**src/rtl/divide_arbiter_pkg.sv**
```systemverilog
// Shared definitions for the divide arbiter slice.
// Contents:
//   OP_DIV / OP_MOD  request opcode encodings (quotient / remainder)
//   state_t          arbiter FSM state encoding
package divide_arbiter_pkg;

    localparam logic OP_DIV = 1'b0;
    localparam logic OP_MOD = 1'b1;

    typedef enum logic [1:0] {
        ST_IDLE  = 2'd0,
        ST_START = 2'd1,
        ST_WAIT  = 2'd2,
        ST_RESP  = 2'd3
    } state_t;

endpackage

```
**src/rtl/divide_arbiter_divider.sv**
```systemverilog
// Iterative restoring unsigned divider, one quotient bit per clock.
// A one-cycle pulse on en loads the operands; quotient/remainder are valid
// BITS cycles later, when done rises. done stays high while idle.
// The divider has no reset: a division in flight always runs to completion,
// and any power-up count value drains to zero on its own.
// Ports:
//   clk        clock
//   en         start pulse (operands sampled on the same edge)
//   dividend   BITS-wide dividend
//   divisor    BITS-wide divisor (never zero when started)
//   quotient   BITS-wide quotient
//   remainder  BITS-wide remainder
//   done       high when no division is in progress
module divide_arbiter_divider #(
    parameter int BITS = 16
) (
    input  logic            clk,
    input  logic            en,
    input  logic [BITS-1:0] dividend,
    input  logic [BITS-1:0] divisor,
    output logic [BITS-1:0] quotient,
    output logic [BITS-1:0] remainder,
    output logic            done
);

    localparam int CW = $clog2(BITS + 1);

    logic [CW-1:0]   count_r;
    logic [CW-1:0]   count_s;
    logic [BITS-1:0] quo_r;
    logic [BITS-1:0] quo_s;
    logic [BITS-1:0] rem_r;
    logic [BITS-1:0] rem_s;
    logic [BITS-1:0] dvs_r;
    logic [BITS-1:0] dvs_s;
    logic [BITS:0]   trial_s;

    // Next-state of one restoring step: shift in the next dividend bit and
    // subtract the divisor if the partial remainder allows it.
    always_comb begin
        count_s = count_r;
        quo_s   = quo_r;
        rem_s   = rem_r;
        dvs_s   = dvs_r;
        // Borrow out of bit BITS means the partial remainder was smaller
        // than the divisor.
        trial_s = {rem_r, quo_r[BITS-1]} - {1'b0, dvs_r};
        if (en) begin
            count_s = CW'(BITS);
            quo_s   = dividend;
            rem_s   = {BITS{1'b0}};
            dvs_s   = divisor;
        end else if (count_r != {CW{1'b0}}) begin
            count_s = count_r - CW'(1);
            if (!trial_s[BITS]) begin
                rem_s = trial_s[BITS-1:0];
                quo_s = {quo_r[BITS-2:0], 1'b1};
            end else begin
                rem_s = {rem_r[BITS-2:0], quo_r[BITS-1]};
                quo_s = {quo_r[BITS-2:0], 1'b0};
            end
        end else begin
            count_s = count_r;
        end
    end

    // Iteration registers (intentionally without reset).
    always_ff @(posedge clk) begin
        count_r <= count_s;
        quo_r   <= quo_s;
        rem_r   <= rem_s;
        dvs_r   <= dvs_s;
    end

    assign quotient  = quo_r;
    assign remainder = rem_r;
    assign done      = (count_r == {CW{1'b0}});

endmodule

```
**src/rtl/divide_arbiter.sv**
```systemverilog
// Round-robin arbiter sharing one iterative divider between two requesters.
// Each port raises req with op/a/b and holds them until its one-cycle ack;
// result carries the quotient (op=0) or remainder (op=1) during the ack.
// Divide-by-zero (q=all ones, r=a) and a repeat of the last divided
// operands (single-entry cache) answer one cycle after grant without
// touching the divider.
// Ports:
//   clk, rst            clock, asynchronous active-high reset
//   req0/op0/a0/b0      port 0 request, opcode, dividend, divisor
//   req1/op1/a1/b1      port 1 request, opcode, dividend, divisor
//   ack0, ack1          one-cycle completion pulses
//   result              shared result bus, valid while an ack is high
//   busy                high whenever the arbiter is not idle
module divide_arbiter
    import divide_arbiter_pkg::*;
#(
    parameter int BITS = 16
) (
    input  logic            clk,
    input  logic            rst,
    input  logic            req0,
    input  logic            op0,
    input  logic [BITS-1:0] a0,
    input  logic [BITS-1:0] b0,
    input  logic            req1,
    input  logic            op1,
    input  logic [BITS-1:0] a1,
    input  logic [BITS-1:0] b1,
    output logic            ack0,
    output logic            ack1,
    output logic [BITS-1:0] result,
    output logic            busy
);

    state_t          state_r, state_s;
    logic            port_r, port_s;
    logic            op_r, op_s;
    logic [BITS-1:0] a_r, a_s;
    logic [BITS-1:0] b_r, b_s;
    logic [BITS-1:0] q_r, q_s;
    logic [BITS-1:0] r_r, r_s;
    logic            last_grant_r, last_grant_s;
    logic            cache_valid_r, cache_valid_s;
    logic [BITS-1:0] cache_a_r, cache_a_s;
    logic [BITS-1:0] cache_b_r, cache_b_s;
    logic [BITS-1:0] cache_q_r, cache_q_s;
    logic [BITS-1:0] cache_r_r, cache_r_s;
    logic            ack0_r, ack0_s;
    logic            ack1_r, ack1_s;
    logic [BITS-1:0] result_r, result_s;
    logic            busy_r, busy_s;

    logic            grant1_s;
    logic            sel_op_s;
    logic [BITS-1:0] sel_a_s;
    logic [BITS-1:0] sel_b_s;
    logic            div_en_s;
    logic            div_done_s;
    logic [BITS-1:0] div_q_s;
    logic [BITS-1:0] div_r_s;

    divide_arbiter_divider #(
        .BITS(BITS)
    ) u_divider (
        .clk       (clk),
        .en        (div_en_s),
        .dividend  (a_r),
        .divisor   (b_r),
        .quotient  (div_q_s),
        .remainder (div_r_s),
        .done      (div_done_s)
    );

    // Next-state, arbitration, fast paths, cache update and output values.
    always_comb begin
        state_s       = state_r;
        port_s        = port_r;
        op_s          = op_r;
        a_s           = a_r;
        b_s           = b_r;
        q_s           = q_r;
        r_s           = r_r;
        last_grant_s  = last_grant_r;
        cache_valid_s = cache_valid_r;
        cache_a_s     = cache_a_r;
        cache_b_s     = cache_b_r;
        cache_q_s     = cache_q_r;
        cache_r_s     = cache_r_r;
        div_en_s      = 1'b0;

        // Port 1 wins when it is the only requester, or when both request
        // and port 0 was the last one served.
        grant1_s = req1 & (~req0 | ~last_grant_r);
        sel_op_s = grant1_s ? op1 : op0;
        sel_a_s  = grant1_s ? a1  : a0;
        sel_b_s  = grant1_s ? b1  : b0;

        case (state_r)
            ST_IDLE: begin
                // A divider still busy from before a reset blocks new grants.
                if (div_done_s && (req0 || req1)) begin
                    port_s       = grant1_s;
                    last_grant_s = grant1_s;
                    op_s         = sel_op_s;
                    a_s          = sel_a_s;
                    b_s          = sel_b_s;
                    if (sel_b_s == {BITS{1'b0}}) begin
                        q_s     = {BITS{1'b1}};
                        r_s     = sel_a_s;
                        state_s = ST_RESP;
                    end else if (cache_valid_r && (sel_a_s == cache_a_r) &&
                                 (sel_b_s == cache_b_r)) begin
                        q_s     = cache_q_r;
                        r_s     = cache_r_r;
                        state_s = ST_RESP;
                    end else begin
                        state_s = ST_START;
                    end
                end else begin
                    state_s = ST_IDLE;
                end
            end
            ST_START: begin
                div_en_s = 1'b1;
                state_s  = ST_WAIT;
            end
            ST_WAIT: begin
                if (div_done_s) begin
                    q_s           = div_q_s;
                    r_s           = div_r_s;
                    cache_valid_s = 1'b1;
                    cache_a_s     = a_r;
                    cache_b_s     = b_r;
                    cache_q_s     = div_q_s;
                    cache_r_s     = div_r_s;
                    state_s       = ST_RESP;
                end else begin
                    state_s = ST_WAIT;
                end
            end
            ST_RESP: begin
                state_s = ST_IDLE;
            end
            default: begin
                state_s = ST_IDLE;
            end
        endcase

        // Outputs are registered on the edge entering RESP so that the ack
        // and result appear together for exactly the RESP cycle.
        ack0_s = (state_s == ST_RESP) && (port_s == 1'b0);
        ack1_s = (state_s == ST_RESP) && (port_s == 1'b1);
        if (state_s == ST_RESP) begin
            result_s = (op_s == OP_MOD) ? r_s : q_s;
        end else begin
            result_s = result_r;
        end
        busy_s = (state_s != ST_IDLE);
    end

    // FSM state register.
    always_ff @(posedge clk or posedge rst) begin
        if (rst) begin
            state_r <= ST_IDLE;
        end else begin
            state_r <= state_s;
        end
    end

    // Request latches, cache, round-robin pointer and registered outputs.
    always_ff @(posedge clk or posedge rst) begin
        if (rst) begin
            port_r        <= 1'b0;
            op_r          <= 1'b0;
            a_r           <= {BITS{1'b0}};
            b_r           <= {BITS{1'b0}};
            q_r           <= {BITS{1'b0}};
            r_r           <= {BITS{1'b0}};
            last_grant_r  <= 1'b1;
            cache_valid_r <= 1'b0;
            cache_a_r     <= {BITS{1'b0}};
            cache_b_r     <= {BITS{1'b0}};
            cache_q_r     <= {BITS{1'b0}};
            cache_r_r     <= {BITS{1'b0}};
            ack0_r        <= 1'b0;
            ack1_r        <= 1'b0;
            result_r      <= {BITS{1'b0}};
            busy_r        <= 1'b0;
        end else begin
            port_r        <= port_s;
            op_r          <= op_s;
            a_r           <= a_s;
            b_r           <= b_s;
            q_r           <= q_s;
            r_r           <= r_s;
            last_grant_r  <= last_grant_s;
            cache_valid_r <= cache_valid_s;
            cache_a_r     <= cache_a_s;
            cache_b_r     <= cache_b_s;
            cache_q_r     <= cache_q_s;
            cache_r_r     <= cache_r_s;
            ack0_r        <= ack0_s;
            ack1_r        <= ack1_s;
            result_r      <= result_s;
            busy_r        <= busy_s;
        end
    end

    assign ack0   = ack0_r;
    assign ack1   = ack1_r;
    assign result = result_r;
    assign busy   = busy_r;

endmodule

```
**config.mk**
```make
export PLATFORM = sky130hd
export DESIGN_NAME = divide_arbiter
export DESIGN_NICKNAME = d
export VERILOG_FILES = /design/src/rtl/divide_arbiter_pkg.sv /design/src/rtl/divide_arbiter_divider.sv /design/src/rtl/divide_arbiter.sv
export SDC_FILE = /design/constraint.sdc
export NUM_CORES = 1
export LEC_CHECK = 0
export ABC_AREA = 1
export BUFFER_PORTS_ARGS = -buffer_cell sky130_fd_sc_hd__buf_2
export CAP_MARGIN = 20
export CORE_ASPECT_RATIO = 0.7
export CORE_MARGIN = 10
export CORE_UTILIZATION = 40
export CTS_CLUSTER_DIAMETER = 150
export CTS_CLUSTER_SIZE = 16
export DETAILED_ROUTE_END_ITERATION = 8
export GPL_ROUTABILITY_DRIVEN = 0
export HOLD_SLACK_MARGIN = 0.08
export PLACE_DENSITY = 0.59
export SLEW_MARGIN = 20
export SYNTH_ARGS = -nofsm -noshare
export SYNTH_HDL_FRONTEND = slang
export SYNTH_SLANG_ARGS = --single-unit
```
**constraint.sdc**
```tcl
create_clock -name clk -period 9 [get_ports clk]
set_clock_uncertainty 0.1 [all_clocks]
set_input_delay 0 -clock clk [delete_from_list [all_inputs] [get_ports clk]]
set_output_delay 0 -clock clk [all_outputs]
set_load 0.05 [all_outputs]
```
# Yosys cells after proc, flatten, opt, wreduce, memory -nomap -nowiden
# Index checks and enable logic that the tools add are counted.
# word_totals
word_cells,76
in_bits,70
reg_bits,206
output_inout_bits,19
# classes
addsub,2
bitwise,5
n_eq_ne,6
n_reduce_logical,14
mux,28
# op_table
cell,count
2-to-1 mux 16 bit,14
case mux 16 bit (2 select lines),2
== test 16 bit,2
subtractor 17 x 16 -> 17 bit,1
logical NOT 16 bit,1
2-to-1 mux 1 bit,8
case mux 2 bit (4 select lines),1
"== test 2 bit, second input constant",3
2-to-1 mux 2 bit,3
logical AND 1 bit,5
logical NOT 5 bit,1
nonzero test 5 bit,1
"subtractor 5 x 1 -> 5 bit, second input constant",1
AND reduction 2 bit,2
nonzero test 2 bit,2
NOT 1 bit,3
"== test 2 x 1 -> 1 bit, second input constant",1
logical NOT 2 bit,1
bitwise AND 1 bit,1
logical OR 1 bit,1
bitwise OR 1 bit,1

# Logic depth before layout (Yosys ltp)
# logic_depth
ltp_word,13
mapped_depth,22
mapped_depth_nobuf,21

# Cells and area by module
# From an unflattened synthesis, not the netlist that was laid out.
# unflattened
hier_cells,1736
area_unflattened_um2,12260.5
# modules_own_cells
module,n_inst,seq_area_each_um2,area_each_um2,cells_each
divide_arbiter,1,3829.9,8871.0,1278
divide_arbiter_divider,1,1381.3,3389.5,458

# Worst setup path after synthesis
# Ideal clock, no wire load.
# synth_path
kind,register -> register
startpoint,"register u_divider.quo_r[15], in the netlist u_divider.quotient[15]"
endpoint,"register u_divider.rem_r[14], in the netlist u_divider.remainder[14]"
arrival_ns,2.552
path_stages_with_launch,15
t_required_ns,8.787
n_path_buf,0
setup_slack_ns,6.235
setup_ns,0.113
cell_sequence,edfxtp_1 inv_1 ha_1 fa_1 o21ai_0 a21oi_1 o21ai_0 a21boi_0 o21ai_0 nand2_1 nand2_1 xor2_1 nand2_1 nand3_1 nand2_1
# synth_via
elab_chain_len,2
# synth_lines
item,line,text
"start, declared",divide_arbiter_divider.sv:30,logic [BITS-1:0] quo_r;
"start signal, assigned",divide_arbiter_divider.sv:70,quo_r <= quo_s;
subtractor 17 x 16 -> 17 bit,divide_arbiter_divider.sv:47,"trial_s = {rem_r, quo_r[BITS-1]} - {1'b0, dvs_r};"
2-to-1 mux 16 bit,divide_arbiter_divider.sv:55,if (!trial_s[BITS]) begin
"end signal, assigned",divide_arbiter_divider.sv:71,rem_r <= rem_s;
"end, declared",divide_arbiter_divider.sv:32,logic [BITS-1:0] rem_r;
# Every way passes these cells.
# A chain may end at the register's enable or synchronous reset.

# Worst setup path after layout
# layout_path
startpoint,register u_divider.count_r[0]
endpoint,"register result_r[13], in the netlist result[13]"
# layout_via
elab_chain_len,5
word_cells_on_any_way,15
cone_classes,1 x eq/ne; 12 x mux; 2 x reduce/logical
# layout_lines
item,line,text
"start, declared",divide_arbiter_divider.sv:28,logic [CW-1:0] count_r;
"start signal, assigned",divide_arbiter_divider.sv:69,count_r <= count_s;
logical NOT 5 bit (*),divide_arbiter_divider.sv:77,assign done = (count_r == {CW{1'b0}});
logical AND 1 bit,divide_arbiter.sv:101,if (div_done_s && (req0 || req1)) begin
2-to-1 mux 2 bit (tied with other cells),divide_arbiter.sv:101,
case mux 2 bit (4 select lines) (tied with other cells),divide_arbiter.sv:98,case (state_r)
== test 2 bit or 2-to-1 mux 16 bit (tied branches),"divide_arbiter.sv:153, divide_arbiter.sv:154",
"end signal, assigned",divide_arbiter.sv:187,result_r <= {BITS{1'b0}};
"end signal, assigned",divide_arbiter.sv:204,result_r <= result_s;
"end, declared",divide_arbiter.sv:50,"logic [BITS-1:0] result_r, result_s;"
# Mark *: on every way between the ends. The rest lies on a longest branch, timed or not.

==> impl_metrics.tcl <==
set metrics [dict create \
    grt_setup_unrepaired "false" \
    cts_tree "yes" \
    tightest_slew_ns 1.04 \
    cts_made_buffers 16 \
    end_kind "flip-flop" \
    whs_ns 0.140 \
    reg2regPathDepth 15 \
    post_cts_resized 0 \
    finalWorstSetupSlack_ns 4.26 \
    irDropWorstVdd_v 0.000141 \
    io_pins 89 \
    synthTopCellsByCount "nand2_1, inv_1, nand3_1, dfrtp_1, o21ai_0" \
    fmax_mhz 211 \
    maxSlewHeadroom_pct 30.9 \
    start_util_pct 40.8 \
    yosys_warnings 0 \
    clock_latency_ns 0.50 \
    synth_area_leader_cell "dfrtp_1" \
    slew_violations 0 \
    final_core_util_pct 46.9 \
    grt_use_total_pct 20.4 \
    fp.dieW_um 226 \
    hold_class "input pin to async pin" \
    grt_max_degree 88 \
    postRouteAntennaNets 0 \
    r2r_slack_ns 4.26 \
    synth_cell_types 45 \
    clk_path_buf_depth 3 \
    ys_seq_area_share_pct 44.0 \
    num_antenna_cells 0 \
    postLayoutCellArea_um2 13600 \
    max-cap-violations 0 \
    area_growth_pct 14.8 \
    first_global_vias 10700 \
    fin_setup_tns_ns 0 \
    dr_total_vias 11100 \
    min_period_ns 4.74 \
    hpwl_um 27500 \
    finalHoldViolCount 0 \
    nNetsFinal 1830 \
    power.leakage_uw 0.00696 \
    synthCells 1634 \
    portBuffers 88 \
    grt_pass1_wl_um 60000 \
    critPathMaxStageDelay_ns 0.93 \
    yosys_most_used_dff "dfrtp_1" \
    synth_top_area_share_pct 32.1 \
    clk_transition_reported_paths_ns 0.08 \
    htree_num_levels 1 \
    dieHeight_um 164 \
    fp-row-count 52 \
    pre_cts_slack_ns 4.36 \
    crit_path_start_kind "flip-flop" \
    status "completed" \
    power_density_nw_per_um2 290 \
    synth_edf_count 32 \
    ctsRootBufferMaster "clkbuf_16" \
    drive_gt1_share_pct 8.75 \
    cpMostUsedCell "nand2_1" \
    crit_chain "inv_1 -> ha_1 -> nand2_1 -> nor2_1 -> nand2_2 -> inv_1 -> o21ai_2 -> buf_4 -> nor2_8 -> clkinv_1 -> o21ai_2 -> inv_2 -> nand3_1 -> nand2_1 -> nand2_1" \
    die_area_um2 37000 \
    synth_async_sr_flop_share_pct 74.3 \
    finalSetupViolCount 0 \
    routed_via_density 5.22 \
    synth-seq-cells 206 \
    antenna_found_initial 2 \
    drt-total-wl_um 37500 \
    crit_end "result[13]$_DFFE_PP0P_" \
    synth_area_um2 11900 \
    drc_errors 0 \
    yosysMostFrequentCell "nand2_1" \
    postCtsHoldBufs 65 \
    syn-num-nets 1725 \
    firstDrtPassIters 6 \
    period_share_pct 52.6 \
    wire_per_inst_um 17.6 \
    drt_iter0_markers 1244 \
    grt_overflow_total 0 \
    cpMaxStageDelayCell "o21ai_2" \
    core_um2 29000 \
    synthTopCellsByArea "dfrtp_1, nand2_1, edfxtp_1" \
    cts_sinks 206 \
    avgSynthCellArea_um2 7.25 \
    critPathMaxFanout 46 \
    required_ns 9.33 \
    r2r_end "result[13]$_DFFE_PP0P_" \
    crit_type "flip-flop to flip-flop" \
    worstPathArrival_ns 5.07 \
    placed_cell_area_um2 12500 \
    reg2reg_from "u_divider.count_r[0]$_SDFFE_PP0N_" \
    postCtsSetupRepairBufs 0 \
    crit_start "u_divider.count_r[0]$_SDFFE_PP0N_" \
]
## cells in the final DEF (no fill, tap or decap), drive strengths merged
cell type / synthesis / layout
a21boi: 3 / 3
a21o: 2 / 2
a21oi: 39 / 39
a221oi: 1 / 1
a22oi: 20 / 20
a31oi: 19 / 19
buf: 38 / 94
clkbuf: 34 / 28
clkinv: 7 / 7
dfrtp: 152 / 152
dfstp: 1 / 1
dfxtp: 21 / 21
dlygate4sd3: 0 / 65
edfxtp: 32 / 32
fa: 1 / 1
ha: 20 / 20
inv: 201 / 201
nand2: 578 / 578
nand3: 173 / 173
nand3b: 8 / 8
nand4: 18 / 18
nor2: 73 / 73
nor3: 4 / 4
o2111ai: 1 / 1
o21ai: 138 / 138
o21bai: 16 / 16
o22ai: 17 / 17
o31ai: 1 / 1
or2: 2 / 2
xnor2: 7 / 7
xor2: 7 / 7
## where the power goes
part | switching, µW | leakage, µW | total [µW] | internal, µW
logic | 1090 | 0.00443 | 1720 | 629
registers | 245 | 0.00230 | 1520 | 1280
clock network | 346 | 0.000228 | 707 | 361
## cell type report
cell class / instances / area, µm²
fill: 2938 / 15400
multi-input combinational: 1148 / 5510
sequential: 206 / 5210
timing repair buffer: 159 / 1140
inverter: 208 / 788
clock buffer: 28 / 477
tap: 378 / 473
## kinds of logic after synthesis
family / count (synthesis) / synth area share, %
buffers and inverters: 280 / 9.68
adder cells (fa/ha/maj): 21 / 2.28
AND/OR/NAND/NOR: 856 / 30.7
flip-flops: 206 / 44.0
AO/OA/AOI/OAI: 257 / 12.4
XOR/XNOR: 14 / 1.03
## layer usage
layer | routed length, µm | GRT usage [%] | part of all wire [%]
met2 | 14900 | 28.4 | 40
met3 | 3730 | 5.83 | 9.9
met1 | 18000 | 30.2 | 48
met5 | 0 | 0 | 0
met4 | 843 | 4.78 | 2.2
## registers in the layout, summed over array words and instances, names as in the netlist, 2 cells and up
name                 flops
state_r                  2
q_r                     16
cache_r_r               16
cache_b_r               16
u_divider.dvs_r         16
u_divider.count_r        5
u_divider.remainder     16
u_divider.quotient      16
a_r                     16
result                  16
cache_q_r               16
b_r                     16
r_r                     16
cache_a_r               16
## worst min path at each step
stage,startpoint,endpoint,slack [ns],depth (start not counted)
finish,rst,cache_b_r[13]$_DFFE_PP0P_,0.14,3
global route,rst,cache_b_r[13]$_DFFE_PP0P_,0.21,3
CTS,a1[1],r_r[1]$_DFF_PP0_,0.16,10
detailed placement,rst,cache_b_r[13]$_DFFE_PP0P_,0.14,2
global placement,rst,cache_b_r[13]$_DFFE_PP0P_,0.15,2
floorplan,a0[4],a_r[4]$_DFFE_PP0P_,0.07,2
## worst max-delay path, delay by kind of cell, from the launching register on
kind	cells	cell delay, ns
adders and majority gates	1	0.16
AOI/OAI and AO/OA	2	0.99
and+or+nand+nor	7	1.41
buffers and inverters	5	1.67
DFF	1	0.32
## per-stage QoR
step,power [µW],std cells
floorplan,2660,1634
global placement,3100,2033
detailed placement,3130,2034
CTS,3940,2127
global route,4270,2127
finish,3950,2127
(Power assumes the default switching activity.)
